--- src/rtl/widen_sched.sv ---
// widen_sched: round-robin scheduler feeding a single widen digit-pulse stretcher.
// Grants one requester per accept, issues the digit as a one-cycle enable, then
// holds off further accepts so consecutive stretched pulses never overlap.
// Digits above 9 are dropped and reported with a one-cycle error flag.

module widen_sched #(
  parameter int unsigned NREQ = 4,
  parameter int unsigned GAP  = 2,
  localparam int unsigned SW  = (NREQ > 1) ? $clog2(NREQ) : 1
) (
  input  logic              clk,
  input  logic              rst_n,
  input  logic              sched_en,
  input  logic [NREQ-1:0]   req_valid,
  input  logic [4*NREQ-1:0] req_digit,
  output logic [NREQ-1:0]   req_ready,
  output logic [3:0]        w_data,
  output logic              w_enable,
  output logic [SW-1:0]     w_src,
  output logic              err_pulse,
  output logic [SW-1:0]     err_src,
  output logic              busy
);

  typedef enum logic [1:0] {
    StIdle,
    StIssue,
    StGuard
  } state_e;

  state_e          state_q;
  logic [SW-1:0]   ptr_q;
  logic [3:0]      guard_cnt_q;

  logic            found;
  logic [SW-1:0]   grant_idx;
  logic            grant;
  logic [SW-1:0]   ptr_nxt;
  logic [3:0]      sel_digit;
  logic            sel_bad;

  // Search for the first valid requester at or above the pointer, wrapping around.
  always_comb begin
    int unsigned idx;
    found     = 1'b0;
    grant_idx = '0;
    for (int unsigned k = 0; k < NREQ; k++) begin
      idx = int'(ptr_q) + k;
      if (idx >= NREQ) begin
        idx = idx - NREQ;
      end
      if (!found && req_valid[idx[SW-1:0]]) begin
        found     = 1'b1;
        grant_idx = idx[SW-1:0];
      end
    end
  end

  // Accept decision, one-hot ready strobe and the granted digit.
  always_comb begin
    grant     = (state_q == StIdle) && sched_en && found;
    req_ready = '0;
    if (grant) begin
      req_ready = NREQ'(1) << grant_idx;
    end
    sel_digit = req_digit[{grant_idx, 2'b00} +: 4];
    sel_bad   = (sel_digit > 4'd9);
    // Pointer moves just past the winner so it becomes lowest priority next time.
    if (grant_idx == SW'(NREQ - 1)) begin
      ptr_nxt = '0;
    end else begin
      ptr_nxt = grant_idx + 1'b1;
    end
  end

  assign busy = (state_q != StIdle);

  // Scheduler FSM with registered stretcher-side and error outputs.
  always_ff @(posedge clk or negedge rst_n) begin
    if (!rst_n) begin
      state_q     <= StIdle;
      ptr_q       <= '0;
      guard_cnt_q <= '0;
      w_data      <= '0;
      w_enable    <= 1'b0;
      w_src       <= '0;
      err_pulse   <= 1'b0;
      err_src     <= '0;
    end else begin
      // Both strobes are single-cycle unless re-asserted below.
      w_enable  <= 1'b0;
      err_pulse <= 1'b0;
      case (state_q)
        StIdle: begin
          if (grant) begin
            ptr_q <= ptr_nxt;
            if (!sel_bad) begin
              // Data and source are captured at accept so they are valid in ISSUE.
              w_data   <= sel_digit;
              w_src    <= grant_idx;
              w_enable <= 1'b1;
              state_q  <= StIssue;
            end else begin
              // Bad digit: report and stay in IDLE, no guard needed since nothing issued.
              err_pulse <= 1'b1;
              err_src   <= grant_idx;
            end
          end
        end
        StIssue: begin
          if (GAP <= 1) begin
            state_q <= StIdle;
          end else begin
            state_q     <= StGuard;
            guard_cnt_q <= 4'(GAP - 1);
          end
        end
        StGuard: begin
          guard_cnt_q <= guard_cnt_q - 4'd1;
          if (guard_cnt_q <= 4'd1) begin
            state_q <= StIdle;
          end
        end
        default: begin
          state_q <= StIdle;
        end
      endcase
    end
  end

endmodule

--- config.mk ---
export PLATFORM = sky130hd
export DESIGN_NAME = widen_sched
export DESIGN_NICKNAME = d
export VERILOG_FILES = /design/src/rtl/widen_sched.sv
export SDC_FILE = /design/constraint.sdc
export NUM_CORES = 1
export LEC_CHECK = 0
export ABC_AREA = 1
export ABC_CLOCK_PERIOD_IN_PS = 3200
export BUFFER_PORTS_ARGS = -buffer_cell sky130_fd_sc_hd__buf_2
export CORE_MARGIN = 3
export CORE_UTILIZATION = 55
export CTS_CLUSTER_DIAMETER = 100
export DETAILED_ROUTE_END_ITERATION = 16
export PLACE_DENSITY_LB_ADDON = 0.12
export SLEW_MARGIN = 40
export SYNTH_ARGS = -nofsm -noshare
export SYNTH_HDL_FRONTEND = slang
export SYNTH_SLANG_ARGS = --single-unit
--- constraint.sdc ---
create_clock -name clk -period 3.2 [get_ports clk]
set_input_delay 0.48 -clock clk [delete_from_list [all_inputs] [get_ports clk]]
set_output_delay 0.48 -clock clk [all_outputs]
set_load 0.01 [all_outputs]
==> results.tsv, run 1 <==
metric	value	unit
Top Ports	38	
Layout Nets	263	
Max Cap Viol	0	
Rel. slew slack	74.0	%
CTS tree	done	
total wire length	3120	um
Tmin final	2.97	ns
Required @ worst endpoint	2.72	ns
detailed placement HPWL	2480	um
crit path capture type	primary output	
worst-margin pin slew	0.390	ns
yosys warns	0	
Worst setup SP type	flop	
Leak	0.918	nW
maximum clock insertion buffer count	2	
switching share of power	55.6	%
Clock power frac	7.3	%
Resized cells post-CTS	0	
number of global-route vias before repair	1264	
CP Class	flop to primary output	
largest area contributor in the netlist	dfrtp_1	
antenna viol nets, final	0	
first-pass GRT wire length	5240	um
final worst setup slack	0.234	ns
largest net degree at the start of global routing	19	
DRC viols	0	
cts hold-fix bufs	0	
leading cell types by total area after synthesis	dfrtp_1 (34%), nand2_1 (18%), ha_1 (8.4%), nand3_1 (7.1%), inv_1 (6.2%)	
Die Y	55.3	um
final hold viol count	0	
DR vias/cell	5.19	
CP arrival	2.49	ns
Slew Viols, Final	0	
share of cells above drive strength 1	27.4	%
crit path max fanout	13	
Area Growth Syn to Fin	16.6	%
Vias	1339	
Cells after Synth	192	
status	completed	
Yosys reg bits	18	
aggregate global routing overflow	0	
area of the mapped netlist	1340	um2
RSZ-0062 raised after global routing	no	
Cell Int Power	0.854	mW
Die Width	55.3	um
FP Rows	17	
Avg Cell Area, Syn	6.97	um2
I/O Buffers	37	
Seq/Total Area, Yosys	33.6	%
fraction of the cycle the final worst path needs	92.7	%
HP Class	input pin to asynchronous set/reset pin	
router iterations before antenna repair	5	
Mapped Nets	224	
CTS buffer count	3	
Sw Pwr	1.07	mW
Root Driver	clkbuf_4	
Netlist cell types	25	
total global-route track usage	20.7	%
clk_lat worst skew	0.30	ns
peak supply drop	652	uV
ant diodes	0	
clk slew on worst S/H paths	0.11	ns
Fin Setup TNS	0	ns
Post-DP Area	1530	um2
register share of total power	21.3	%
pre-CTS setup slack	0.614	ns
max frequency	337	MHz
Routability Congestion	0.887	
Gate power share	71.5	%
design area	1560	um2
H-tree depth	1	
Setup Skew	0.0105	ns
Post-CTS Setup Inserts	0	
Initial Util	59.4	%
WL/cell	12.1	um
Filler Cells Inserted	207	
First DRT Iteration DRCs	53	
setup violators final	0	
initial antenna violation count	0	
total die area	3060	um2
CORE AREA	2250	um2
PwrDens	1230	nW/um2
Clock Sink Count	18	
Synth top area share	33.6	%
## placed cells by master (no fill, tap or decap), drive strengths merged
cell type and count:
and3 1, a21oi 4, nor2 14, ha 9, or2 1, a21boi 1
nor3b 1, nand3b 1, nand3 20, o21ai 12, dfrtp 18, buf 37
inv 26, nand2 76, clkbuf 4, nor3 1, nand4 2, o2bb2ai 1
a31oi 1
## registers in the layout, indices dropped and copies added, names as in the netlist
register and flops:
guard_cnt_q 4, w_data 4, err_src 2, ptr_q 2, state_q 2, w_src 2
err_pulse 1, w_enable 1
## critical path, stage by stage (launching register included)
cell and delay (ns):
dfrtp_1 0.59, inv_2 0.16, nand2_1 0.09, nand2_1 0.10, nand2_1 0.09, nand2_1 0.08
nor2_4 0.13, nand3_2 0.09, nand2_2 0.13, nand2_4 0.14, inv_2 0.15, ha_1 0.15
inv_1 0.04, nor2_1 0.10, buf_2 0.15
## kinds of logic after synthesis
group	after synthesis	share of synthesized area (%)
buffers and inverters	29	9.81
DFF	18	33.6
AOI/OAI and AO/OA	19	8.51
and+or+nand+nor	117	39.6
adders and majority gates	9	8.41
## path summary, 6_finish.rpt
check,start,to,slack (ns),depth (start not counted)
worst max-delay path,ptr_q[0],req_ready[3],0.23,14
worst min-delay path,rst_n,guard_cnt_q[3],0.09,1
worst max register to register,ptr_q[0],state_q[0],0.53,19
worst min register to register,w_src[0],w_src[0],0.49,2
max in group asynchronous,rst_n,w_src[1],2.83,1
min in group clk,w_src[0],w_src[0],0.49,2
## synthesized netlist by cell type, drive strengths merged
master   number
nor3          1
or2           1
inv          26
nand4         2
nor3b         1
nand3b        1
ha            9
nand3        20
dfrtp        18
nor2         14
a21oi         4
o21ai        12
and3          1
nand2        76
a21boi        1
a31oi         1
buf           3
o2bb2ai       1
## power by group through the flow
stage	logic, mW	registers (mW)	clock network (mW)
after floorplan	1.10	0.412	0
after global placement	1.33	0.407	0
after detailed placement	1.37	0.410	0
after CTS	1.38	0.406	0.142
after global routing	1.57	0.418	0.154
final	1.37	0.408	0.140
## through the flow
step | instances | total power, mW | util [%] | hold slack [ns]
floorplan | 192 | 1.51 | - | 0.184
global placement | 254 | 1.73 | 67.6 | 0.429
detailed placement | 254 | 1.78 | 67.6 | 0.430
CTS | 258 | 1.93 | 69.3 | 0.0997
global route | 258 | 2.14 | 69.3 | 0.0957
finish | 258 | 1.92 | 69.3 | 0.0853
## per-layer routing
metal,vias up,GRT usage (%),wire length [um]
li1,680,-,-
met1,605,25.5,1360
met2,52,36.7,1540
met3,2,5.14,202
met4,0,4.17,15
met5,-,0,0
## layout make-up
type                    count  area [um2]  area share [%]
multi-input cells         145         757            48.5
flip-flops and latches     18         450            28.8
repair buffers             37         185            11.9
inverters                  26        97.6            6.25
clock buffers               4        36.3            2.32
well taps                  28        35.0            2.24
Power figures use the tool's default switching activity.
==> run 2, diff against run 1 <==
--- a/config.mk
+++ b/config.mk
@@ -17,3 +17,4 @@
 export SYNTH_ARGS = -nofsm -noshare
 export SYNTH_HDL_FRONTEND = slang
 export SYNTH_SLANG_ARGS = --single-unit
+export TNS_END_PERCENT = 1
==> constraint.sdc (replaced) <==
create_clock -name clk -period 3.2 [get_ports clk]
set_input_delay 0.8 -clock clk [delete_from_list [all_inputs] [get_ports clk]]
set_output_delay 0.8 -clock clk [all_outputs]
set_load 0.01 [all_outputs]
==> run 2 against run 1 <==
Via count is 3.3% higher; utilization is 2.3 points higher; power is 6.3% higher; register-to-register slack better by 0.11 ns; wire length is 3.0% higher; cell area is 3.4% higher; non-clock buffer count is 6 higher; die area stayed put; clock power is 22% lower; critical endpoint is now req_ready[2].
==> results.tsv, run 2 (synthesis gave the netlist of run 1 again) <==
metric	value	unit
CTS tree	done	
Required @ worst endpoint	2.40	ns
fin cells	263	
I/O Buffers	37	
ant diodes	0	
cells on worst reg2reg path	20	
antenna viol nets, final	0	
Vias	1383	
clk_lat worst skew	0.28	ns
largest net degree at the start of global routing	19	
PwrDens	1270	nW/um2
Fin Setup TNS	0	ns
Die Y	55.3	um
Inst Count DP	255	
Die Width	55.3	um
FP Rows	17	
First DRT Iteration DRCs	50	
Max Cap Viol	0	
peak supply drop	923	uV
Worst R2R Start	ptr_q[0]	
Setup Skew	0.00119	ns
status	completed	
aggregate global routing overflow	0	
H-tree depth	1	
setup violators final	0	
Reg2Reg Setup Slack	0.64	ns
Slew Viols, Final	0	
biggest regs	guard_cnt_q x4, w_data x4	
Post-DP Area	1530	um2
share of cells above drive strength 1	29.8	%
Root Driver	clkbuf_4	
total wire length	3210	um
DRC viols	0	
Routability Congestion	0.873	
Rel. slew slack	73.2	%
Area Growth Syn to Fin	20.6	%
number of global-route vias before repair	1269	
most common cell after layout, fill and taps aside	nand2_1	
final hold viol count	0	
HP Class	input pin to asynchronous set/reset pin	
Worst R2R End	w_data[3]	
fraction of the cycle the final worst path needs	95.3	%
Worst setup SP type	input pin	
CORE AREA	2250	um2
CP arrival	2.25	ns
commonest non-fill, non-tap cells in the layout	nand2_1 (64), buf_2 (37), inv_1 (22)	
DR vias/cell	5.26	
total global-route track usage	20.7	%
Leak	0.946	nW
clk slew on worst S/H paths	0.10	ns
worst-margin pin slew	0.402	ns
router iterations before antenna repair	4	
first-pass GRT wire length	5260	um
Tmin final	3.05	ns
Clock Sink Count	18	
Top Ports	38	
total die area	3060	um2
CP Class	input pin to primary output	
Initial Util	59.4	%
design area	1610	um2
detailed placement HPWL	2480	um
max frequency	328	MHz
CTS buffer count	3	
initial antenna violation count	0	
Filler Cells Inserted	216	
crit path max fanout	8	
crit path capture type	primary output	
Layout Nets	269	
WL/cell	12.2	um
maximum clock insertion buffer count	2	
-- run 2: through the flow --
stage	worst slack (ns)	util, %	hold slack (ns)	power [mW]
2_1_floorplan	0.425	-	0.467	1.51
3_3_place_gp	0.169	68.0	0.463	1.76
3_5_place_dp	0.0911	68.0	0.468	1.81
4_1_cts	0.0811	69.0	0.431	1.93
5_1_grt	-0.0338	71.6	0.446	2.27
6_report	0.149	71.6	0.426	2.04
-- run 2: cell type report --
class | instances | area [um2] | share of cell area (%)
inverters | 26 | 103 | 6.36
repair buffers | 43 | 230 | 14.3
multi-input cells | 145 | 772 | 47.8
flip-flops and latches | 18 | 452 | 28.0
well taps | 28 | 35.0 | 2.17
clock buffers | 3 | 22.5 | 1.40
-- run 2: timing repair --
action / 4_1_cts / 5_1_grt
buffers inserted: 0 / 5
hold buffers: 0 / 0
resized for setup: 1 / 5
endpoints found under the setup margin: 3 / 3
-- run 2: power breakdown --
part	switching (mW)	internal (mW)
sequential	0.0683	0.332
combinational	0.982	0.551
clock	0.0653	0.0437
total	1.12	0.927
-- run 2: per-layer routing --
metal / wire length (um) / global-route usage, % / part of all wire [%] / vias to the layer above
met4: 55 / 3.47 / 1.7 / 0
met2: 1650 / 37.8 / 51 / 46
met5: 0 / 0 / 0 / -
met3: 202 / 4.91 / 6.3 / 6
met1: 1300 / 24.7 / 41 / 639
li1: - / - / - / 692
-- run 2: critical path, cell delays in order --
cell and delay (ns):
buf_2 0.11, inv_1 0.08, nand2_2 0.06, nand3_1 0.11, nand2_2 0.09, nor2_4 0.15, nand3_2 0.12, nand3_2 0.11
nand2_4 0.09, inv_4 0.10, ha_1 0.16, inv_1 0.04, nor2_1 0.08, buf_2 0.14
-- run 2: worst max path at each step --
stage,slack (ns),depth (start not counted),end,start
after floorplan,0.43,12,req_ready[3],req_valid[3]
after global placement,0.17,14,req_ready[3],req_valid[1]
after detailed placement,0.09,14,req_ready[3],req_valid[1]
after CTS,0.08,13,req_ready[3],ptr_q[0]
after global routing,-0.03,14,req_ready[3],req_valid[0]
final,0.15,14,req_ready[2],req_valid[1]
==> run 3, diff against run 2 <==
--- a/config.mk
+++ b/config.mk
@@ -5,7 +5,6 @@
 export SDC_FILE = /design/constraint.sdc
 export NUM_CORES = 1
 export LEC_CHECK = 0
-export ABC_AREA = 1
 export ABC_CLOCK_PERIOD_IN_PS = 3200
 export BUFFER_PORTS_ARGS = -buffer_cell sky130_fd_sc_hd__buf_2
 export CORE_MARGIN = 3
@@ -13,6 +12,7 @@
 export CTS_CLUSTER_DIAMETER = 100
 export DETAILED_ROUTE_END_ITERATION = 16
 export PLACE_DENSITY_LB_ADDON = 0.12
+export REMOVE_ABC_BUFFERS = 1
 export SLEW_MARGIN = 40
 export SYNTH_ARGS = -nofsm -noshare
 export SYNTH_HDL_FRONTEND = slang
==> run 3 against run 2 <==
Cell area shrank 4.3%; global-route usage up 0.58 points; setup slack better by 0.071 ns; largest cell class unchanged; clock-buffer cell count is 1 higher; largest power group unchanged; fmax up 2.4%; clock power grew 30%; final cell count fell by 26%; utilization grew 2.6 points; flip-flop and latch count unchanged.
==> results.tsv, run 3 <==
metric	value	unit
status	completed	
Initial Util	61.2	%
HP Class	input pin to asynchronous set/reset pin	
CP Class	input pin to primary output	
First DRT Iteration DRCs	10	
design area	1550	um2
mux cell area share after synthesis	12.2	%
Worst R2R Start	ptr_q[0]	
yosys warns	0	
WL/cell	13.4	um
largest net degree at the start of global routing	19	
worst-margin pin slew	0.615	ns
first-pass GRT wire length	4420	um
cts hold-fix bufs	0	
Die Width	54.1	um
H-tree depth	1	
Post-synth EDFFs	0	
peak supply drop	475	uV
maximum clock insertion buffer count	2	
Seq/Total Area, Yosys	35.3	%
FP Rows	16	
Filler Cells Inserted	159	
RSZ-0062 raised after global routing	no	
CTS buffer count	3	
Layout Nets	201	
clk_lat worst skew	0.30	ns
ant diodes	0	
Reg2Reg Setup Slack	0.76	ns
CP arrival	2.18	ns
leading cell types by total area after synthesis	dfrtp_1 (35%), ha_1 (8.8%), mux2_4 (4.7%), mux2i_1 (3.9%), mux2_2 (3.5%)	
crit path capture type	primary output	
largest family of logic cells by synthesized area	simple AND/OR/NAND/NOR gates	
Slew Viols, Final	0	
clk slew on worst S/H paths	0.11	ns
Clock Sink Count	18	
top-count cell post-synth	dfrtp_1	
Critical Path End	req_ready[3]	
Leak	0.788	nW
fraction of the cycle the final worst path needs	93.1	%
most common library cells after synthesis	dfrtp_1 (18), nand2_1 (12), inv_1 (10)	
Compound-Gate Fraction of Synth Area	19.1	%
Worst setup SP type	input pin	
Rel. slew slack	59.0	%
largest area contributor in the netlist	dfrtp_1	
CP startpoint	req_valid[0]	
number of global-route vias before repair	1021	
Top Ports	38	
DRC viols	0	
Required @ worst endpoint	2.40	ns
Area Growth Syn to Fin	21.2	%
total wire length	2620	um
detailed placement HPWL	2050	um
simple-gate area share of the yosys netlist	21.3	%
CTS tree	done	
Vias	1080	
PwrDens	810	nW/um2
total global-route track usage	21.3	%
Tmin final	2.98	ns
Post-CTS Setup Inserts	0	
area of the mapped netlist	1270	um2
Post-DP Area	1510	um2
CORE AREA	2080	um2
initial antenna violation count	0	
commonest non-fill, non-tap cells in the layout	buf_2 (37), dfrtp_1 (18), nand2_1 (12)	
Die Y	54.1	um
cells on worst reg2reg path	7	
Synth top area share	35.3	%
DR vias/cell	5.54	
I/O Buffers	37	
Netlist cell types	32	
most common cell after layout, fill and taps aside	buf_2	
crit path max fanout	9	
Max Cap Viol	0	
Cells after Synth	125	
Worst R2R End	w_src[1]	
xor and xnor area share after synthesis	0	%
Fin Setup TNS	0	ns
Avg Cell Area, Syn	10.2	um2
total die area	2930	um2
aggregate global routing overflow	0	
biggest regs	guard_cnt_q x4, w_data x4	
Resized cells post-CTS	0	
Root Driver	clkbuf_4	
Yosys reg bits	18	
Routability Congestion	0.713	
antenna viol nets, final	0	
post-synthesis adder-cell area fraction	8.83	%
max frequency	336	MHz
share of cells above drive strength 1	39.3	%
final hold viol count	0	
router iterations before antenna repair	4	
setup violators final	0	
Top FF cell, synth	dfrtp_1	
Setup Skew	0.00826	ns
Synth async-reset ratio	100	%
==> run 3: cells by family (layout without fill, tap and decap cells) <==
logic type,Yosys count,count (layout)
AO/OA/AOI/OAI,29,29
adder cells (fa/ha/maj),9,9
buffers and inverters,11,54
flip-flops,18,18
multiplexers,13,13
AND/OR/NAND/NOR,45,45
==> run 3: layout make-up <==
| class | instances | area (um2) | share of cell area [%] |
|---|---|---|---|
| Clock buffer | 4 | 36.3 | 2.35 |
| Tap cell | 27 | 33.8 | 2.19 |
| Sequential cell | 18 | 450 | 29.1 |
| Inverter | 11 | 41.3 | 2.67 |
| Multi-Input combinational cell | 96 | 783 | 50.7 |
| Timing Repair Buffer | 39 | 200 | 13.0 |
==> run 3: worst max-delay path: stages <==
cell and delay (ns):
buf_2 0.13, nand2b_1 0.10, a21oi_1 0.53, nor2_8 0.11
ha_1 0.24, and2_1 0.14, buf_2 0.13
==> run 3: how the worst min path moves through the flow <==
stage,start,endpoint,cells after the start
finish,rst_n,state_q[0],1
global route,rst_n,err_pulse,1
CTS,rst_n,state_q[0],1
detailed placement,w_data[1],w_data[1],1
global placement,w_data[1],w_data[1],1
floorplan,guard_cnt_q[3],guard_cnt_q[3],1
==> run 3: power breakdown <==
part | switching (mW) | internal [mW] | leakage (nW) | total, mW
logic | 0.406 | 0.330 | 0.541 | 0.735
clock network | 0.0726 | 0.0694 | 0.0210 | 0.142
registers | 0.0568 | 0.317 | 0.225 | 0.374
==> run 3: metal layers <==
layer	GRT usage, %	part of all wire [%]	vias up
li1	-	-	532
met1	26.5	43	504
met2	34.5	48	35
met3	6.09	7.3	9
met4	8.30	1.8	0
met5	0	0	-
==> run 3: metrics by stage <==
stage | setup WS (ns) | total power [mW] | std cells | utilization (%) | hold WS [ns]
global placement | 0.289 | 1.08 | 191 | 72.5 | 0.473
global route | 0.0935 | 1.36 | 195 | 74.2 | 0.421
floorplan | 0.450 | 0.908 | 125 | - | 0.452
CTS | 0.222 | 1.26 | 195 | 74.2 | 0.414
finish | 0.220 | 1.25 | 195 | 74.2 | 0.404
detailed placement | 0.219 | 1.11 | 191 | 72.5 | 0.480
